<file path="src/rtl/block_proc_engine.sv">
// Host-mapped word buffer with an in-place byte transform engine.
// Software fills the buffer, starts a run, and the engine rewrites every word once.

module bpe_lane (
  input  logic [1:0] mode,
  input  logic [7:0] offset,
  input  logic [7:0] din,
  output logic [7:0] dout
);
  logic [8:0] sum;

  always_comb begin
    sum = {1'b0, din} + {1'b0, offset};
    case (mode)
      2'd0:    dout = din;
      2'd1:    dout = din ^ 8'h80;
      2'd2:    dout = ~din;
      default: dout = sum[8] ? 8'hFF : sum[7:0];
    endcase
  end
endmodule

module block_proc_engine #(
  parameter int DATA_WIDTH = 32,
  parameter int DEPTH      = 16,
  parameter int ADDR_WIDTH = 8
) (
  input  logic                    S_AXI_ACLK,
  input  logic                    S_AXI_ARESETN,
  input  logic [ADDR_WIDTH-1:0]   host_addr,
  input  logic [DATA_WIDTH-1:0]   host_wdata,
  input  logic [DATA_WIDTH/8-1:0] host_wstrb,
  input  logic                    host_we,
  input  logic                    host_re,
  output logic [DATA_WIDTH-1:0]   host_rdata,
  output logic                    host_rvalid,
  output logic                    irq
);
  localparam int NUM_LANES = DATA_WIDTH / 8;
  localparam int BSH       = $clog2(NUM_LANES);
  localparam int IW        = $clog2(DEPTH);
  localparam int XW        = ADDR_WIDTH - 1 - BSH;
  localparam int CW        = $clog2(DEPTH + 1);

  typedef enum logic [1:0] {IDLE, RUN, DONE} state_e;

  state_e                state_q, state_d;
  logic [1:0]            mode_q, mode_d;
  logic [7:0]            offset_q, offset_d;
  logic                  irq_en_q, irq_en_d;
  logic                  done_q, done_d;
  logic                  err_q, err_d;
  logic [CW-1:0]         count_q, count_d;
  logic [IW-1:0]         idx_q, idx_d;
  logic [DATA_WIDTH-1:0] rdata_q, rdata_d;
  logic                  rvalid_q, rvalid_d;
  logic [DATA_WIDTH-1:0] buf_q [DEPTH];
  logic [DATA_WIDTH-1:0] buf_d [DEPTH];

  logic          buf_sel, idx_ok, is_ctrl, is_stat, is_cnt, start, running;
  logic [XW-1:0] widx;
  logic [IW-1:0] widx_lo;

  assign buf_sel = host_addr[ADDR_WIDTH-1];
  assign widx    = host_addr[ADDR_WIDTH-2:BSH];
  assign widx_lo = widx[IW-1:0];
  assign idx_ok  = ({1'b0, widx} < (XW+1)'(DEPTH));
  assign is_ctrl = (host_addr == ADDR_WIDTH'(0));
  assign is_stat = (host_addr == ADDR_WIDTH'(4));
  assign is_cnt  = (host_addr == ADDR_WIDTH'(8));
  assign start   = host_we && is_ctrl && host_wdata[0];
  assign running = (state_q == RUN);

  // Transform datapath: one lane per byte of the word being processed.
  logic [NUM_LANES-1:0][7:0] eng_in, eng_out;
  assign eng_in = buf_q[idx_q];

  for (genvar l = 0; l < NUM_LANES; l++) begin : g_lane
    bpe_lane u_lane (
      .mode   (mode_q),
      .offset (offset_q),
      .din    (eng_in[l]),
      .dout   (eng_out[l])
    );
  end

  always_comb begin
    state_d  = state_q;
    mode_d   = mode_q;
    offset_d = offset_q;
    irq_en_d = irq_en_q;
    done_d   = done_q;
    err_d    = err_q;
    count_d  = count_q;
    idx_d    = idx_q;

    // mode/offset are frozen while a run is in flight so every word sees the same transform
    if (host_we && is_ctrl) begin
      irq_en_d = host_wdata[3];
      if (!running) begin
        mode_d   = host_wdata[2:1];
        offset_d = host_wdata[15:8];
      end
    end
    if (host_we && is_stat && host_wdata[2]) err_d = 1'b0;

    case (state_q)
      RUN: begin
        idx_d   = idx_q + 1'b1;
        count_d = count_q + 1'b1;
        if (idx_q == IW'(DEPTH - 1)) begin
          state_d = DONE;
          done_d  = 1'b1;
        end
        if (start || (host_we && buf_sel)) err_d = 1'b1;
      end
      default: begin
        if (start) begin
          state_d = RUN;
          done_d  = 1'b0;
          count_d = '0;
          idx_d   = '0;
        end else if (state_q == DONE && host_we && is_stat && host_wdata[1]) begin
          state_d = IDLE;
          done_d  = 1'b0;
        end
      end
    endcase
  end

  always_comb begin
    buf_d = buf_q;
    if (running) begin
      buf_d[idx_q] = eng_out;
    end else if (host_we && buf_sel && idx_ok) begin
      for (int b = 0; b < NUM_LANES; b++)
        if (host_wstrb[b]) buf_d[widx_lo][b*8 +: 8] = host_wdata[b*8 +: 8];
    end
  end

  // Reads sample pre-edge state, so a same-cycle write is never visible here.
  always_comb begin
    rdata_d  = '0;
    rvalid_d = host_re;
    if (host_re) begin
      if (buf_sel) begin
        if (idx_ok) rdata_d = buf_q[widx_lo];
      end else if (is_ctrl) begin
        rdata_d[2:1]  = mode_q;
        rdata_d[3]    = irq_en_q;
        rdata_d[15:8] = offset_q;
      end else if (is_stat) begin
        rdata_d[2:0] = {err_q, done_q, running};
      end else if (is_cnt) begin
        rdata_d[CW-1:0] = count_q;
      end
    end
  end

  always_ff @(posedge S_AXI_ACLK or negedge S_AXI_ARESETN) begin
    if (!S_AXI_ARESETN) begin
      state_q  <= IDLE;
      mode_q   <= '0;
      offset_q <= '0;
      irq_en_q <= 1'b0;
      done_q   <= 1'b0;
      err_q    <= 1'b0;
      count_q  <= '0;
      idx_q    <= '0;
      rdata_q  <= '0;
      rvalid_q <= 1'b0;
    end else begin
      state_q  <= state_d;
      mode_q   <= mode_d;
      offset_q <= offset_d;
      irq_en_q <= irq_en_d;
      done_q   <= done_d;
      err_q    <= err_d;
      count_q  <= count_d;
      idx_q    <= idx_d;
      rdata_q  <= rdata_d;
      rvalid_q <= rvalid_d;
    end
  end

  // Buffer storage is deliberately left out of reset.
  always_ff @(posedge S_AXI_ACLK) begin
    buf_q <= buf_d;
  end

  assign host_rdata  = rdata_q;
  assign host_rvalid = rvalid_q;
  assign irq         = done_q & irq_en_q;
endmodule

</file>
<file path="config.mk">
export PLATFORM = sky130hd
export DESIGN_NAME = block_proc_engine
export DESIGN_NICKNAME = d
export VERILOG_FILES = /design/src/rtl/block_proc_engine.sv
export SDC_FILE = /design/constraint.sdc
export NUM_CORES = 1
export LEC_CHECK = 0
export BUFFER_PORTS_ARGS = -buffer_cell sky130_fd_sc_hd__clkbuf_2
export CAP_MARGIN = 20
export CORE_MARGIN = 2
export CORE_UTILIZATION = 30
export CTS_CLUSTER_DIAMETER = 150
export DETAILED_ROUTE_END_ITERATION = 16
export SETUP_SLACK_MARGIN = 0.02
export SYNTH_ARGS = -nofsm -noshare
export SYNTH_HDL_FRONTEND = slang
export SYNTH_SLANG_ARGS = --single-unit
</file>
<file path="constraint.sdc">
create_clock -name S_AXI_ACLK -period 5.6 [get_ports S_AXI_ACLK]
set_clock_uncertainty 0.2 [all_clocks]
set_input_delay 0 -clock S_AXI_ACLK [delete_from_list [all_inputs] [get_ports S_AXI_ACLK]]
set_output_delay 0 -clock S_AXI_ACLK [all_outputs]
set_load 0.1 [all_outputs]
</file>
==> reports/metrics.csv <==
stage;metric;value;unit
cts;# hold bufs at CTS;43;
global_routing;overall track demand over capacity in global routing;22.2;%
synthesis;net count after synthesis;2515;
synthesis;Synth Cell Area;32700;sq um
setup_path;category of the most critical setup path;reg -> reg;
drt;vias;25500;
drt;detailed-routing iteration count for the pre-antenna-repair pass;6;
sta;Slew headroom;9.53;%
synthesis;synth unique cells;70;
setup_path;minimum setup slack among reg-to-reg paths;0.71;ns
cts;H-tree depth reported by CTS;2;
drt;mean number of vias per cell;6.52;
drt;WL per Instance;32.4;um
power;power density cells;303;nW/um^2
setup_path;startpoint of the worst-slack reg-to-reg timing path;idx_q[0];
power;part of the power in registers;42.2;%
outcome;failing checks;hold timing;
floorplan;y dimension of the die;334;um
final_layout;utilization of the core after routing;34.0;%
synthesis;post-synthesis sequential area ratio;51.3;%
sta;total count of hold-check failures in the final report;1;
placement;placed wire-length estimate after detailed placement;78200;um
global_routing;initial antenna violation count;6;
cts;TritonCTS sink count;568;
sta;final setup vio count;0;
setup_path;data required time of the worst path;5.76;ns
synthesis;Yosys top cell area share;47.0;%
synthesis;list of most frequent post-synthesis cells;edfxtp_1 (512), o22ai_1 (479), mux4_2 (236);
setup_path;nature of the critical path endpoint;flop;
final_layout;layout filler cell count;10700;
sta;min cycle time layout;4.89;ns
cts;root buffer cell;clkbuf_16;
worst_hold_path;worst hold path cell count;3;
floorplan;initial standard-cell utilization of the core;30.2;%
sta;Total Negative Setup Slacks;0;ns
setup_path;number of cells traversed by the worst register-to-register path;13;
drt;total length of routed wires;127000;um
synthesis;dominant cell type by area after synthesis;edfxtp_1;
power;power dissipated by switching net loads;3.51;mW
cts;clock latency on the worst-skew pair;0.65;ns
placement;Final GP Congestion;0.925;
outcome;result of the run;finished with violations;
global_routing;remaining global-route overflow;0;
setup_path;CP arrival;5.04;ns
placement;Port-buffer cells;81;
setup_path;largest driver fanout on the critical path;31;
synthesis;number of enable flip-flop cells after synthesis;512;
final_layout;summed area of non-filler cells in the final layout;36800;sq um
setup_path;Reg-to-Reg End;buf_q[21];
worst_hold_path;startpoint of the most critical hold path;host_wstrb[2];
power;Final Total Pwr;11.1;mW
global_routing;pin count of the biggest net entering global routing;67;
synthesis;Yosys Warn Count;0;
synthesis;gate count of the mapped netlist;2426;
floorplan;Placeable Area;108000;sq um
setup_path;Setup crit start kind;flop;
synthesis;Top FF cell, synth;edfxtp_1;
final_layout;Layout area overhead;12.7;%
worst_hold_path;end point of the most critical hold path;buf_q[279];
sta;crit share post-route;87.3;%
sta;fmax;0.205;GHz
power;worst vdd rail ir drop;0.237;mV
cts;total clock buffers created by CTS;58;
run;number of max-cap violations;0;
cts;CTS tree;yes;
final_layout;ratio of cells with drive above 1 in the final layout;22.6;%
power;internal power of the cells;7.64;mW
floorplan;# IOs;82;
sta;Final Max Slew Viols;0;
cts;number of resized instances in the post-cts repair step;0;
floorplan;area enclosed by the die boundary;112000;sq um
synthesis;top post-synthesis cells by area;edfxtp_1 (47%), mux4_2 (16%), o22ai_1 (9.2%), dfrtp_1 (4.3%), mux2i_1 (4.1%);
synthesis;average instance area after synthesis;13.5;sq um
cts;Max clock buf depth;3;
worst_hold_path;Hold/Removal Path Class;in -> reg;
power;net switching share of the total power;31.5;%
placement;cell area after placement;34600;sq um
power;Gate power share;24.2;%
drt;number of nets with antenna violations after detailed routing;0;
global_routing;wire length of the first global-routing pass;180000;um
synthesis;fraction of registers with async set/reset;9.86;%
power;clock network fraction of design power;33.6;%
sta;setup repair after global routing missed its margin;false;
synthesis;most repeated cell in the gate-level netlist after synthesis;edfxtp_1;
final_layout;fin nets;2535;
sta;Hold Worst Slack;-0.00635;ns
floorplan;chip width;334;um
sta;Worst-Margin Slew;1.35;ns
drt;drt first-iter violations;3436;
cts;number of setup buffers added after CTS;0;
drt;DRC violations left;0;
power;leakage;12.7;nW
global_routing;vias in the first global route;24900;
floorplan;# rows;121;
cts;clock transition at the registers of the reported paths;0.06;ns
synthesis;flop and latch count out of synthesis;568;
==> critical path, cell delays in order (launching register included) <==
cell	delay, ns
dfrtp_4	0.57
buf_12	0.23
buf_12	0.28
mux4_1	0.61
mux2i_1	0.30
mux2i_1	0.14
ha_1	0.23
fa_1	0.45
a21oi_1	0.20
o221ai_1	0.22
a31oi_1	0.23
buf_4	0.20
a21o_1	0.51
o22ai_1	0.15
==> metrics by stage <==
step	instances	setup slack (ns)
2_1_floorplan	2426	1.03
3_3_place_gp	3752	0.742
3_5_place_dp	3753	0.731
4_1_cts	3903	0.706
5_1_grt	3909	0.434
6_report	3911	0.712
==> cell families (layout without fill, tap and decap cells) <==
kind of cell,Yosys count,in the layout,share of synthesized area [%]
AOI/OAI and AO/OA,744,744,15.2
xor gates and xnor gates,16,16,0.429
adders and majority gates,41,41,1.66
buffers and inverters,282,349,3.82
DFF,568,568,51.3
muxes,409,409,22.4
other,0,4,0
and+or+nand+nor,366,366,5.14
==> worst max-delay path by stage <==
stage                   from    endpoint  depth (start not counted)
detailed placement  idx_q[1]  buf_q[161]                         12
floorplan           idx_q[0]  buf_q[446]                         15
finish              idx_q[0]   buf_q[21]                         13
global route        idx_q[0]  buf_q[439]                         13
CTS                 idx_q[1]  buf_q[161]                         12
global placement    idx_q[1]  buf_q[193]                         12
==> power by group through the flow <==
stage	registers [mW]	clock network (mW)	logic, mW
global placement	4.79	0	2.59
CTS	4.71	3.74	2.64
global route	4.71	3.90	2.85
floorplan	4.77	0	1.93
detailed placement	4.80	0	2.61
finish	4.70	3.74	2.70
==> registers in the layout (all words and copies together), names as in the netlist <==
register / count
idx_q: 4
host_rvalid: 1
err_q: 1
irq_en_q: 1
mode_q: 2
offset_q: 8
state_q: 2
buf_q: 512
host_rdata: 32
count_q: 5
==> cell type report <==
class,instances,area [sq um],share of cell area [%]
sequential,568,16800,45.6
multi-input combinational,1576,14800,40.2
tap,1414,1770,4.80
timing repair buffer,219,1630,4.43
clock buffer,73,1530,4.15
clock inverter,34,211,0.574
inverter,23,86.3,0.234
antenna,4,10.0,0.0272
==> per-layer routing <==
layer	global-route usage, %	part of all wire, %
met1	27.5	36
met2	34.2	44
met3	7.07	13
met4	12.8	6.7
met5	0	0.021
==> placed cells by master (no fill, tap or decap), types with 24 or more instances in the layout <==
master	instances
a21oi_1	42
a22oi_1	38
buf_4	92
clkbuf_16	59
clkbuf_2	77
dfrtp_1	52
dlygate4sd3_1	42
edfxtp_1	512
ha_1	37
mux2i_1	135
mux4_2	236
nand2_1	125
nor2_1	102
nor2b_1	26
o211ai_1	30
o21ai_0	24
o22ai_1	479
o32ai_1	41
(Power assumes the default switching activity.)
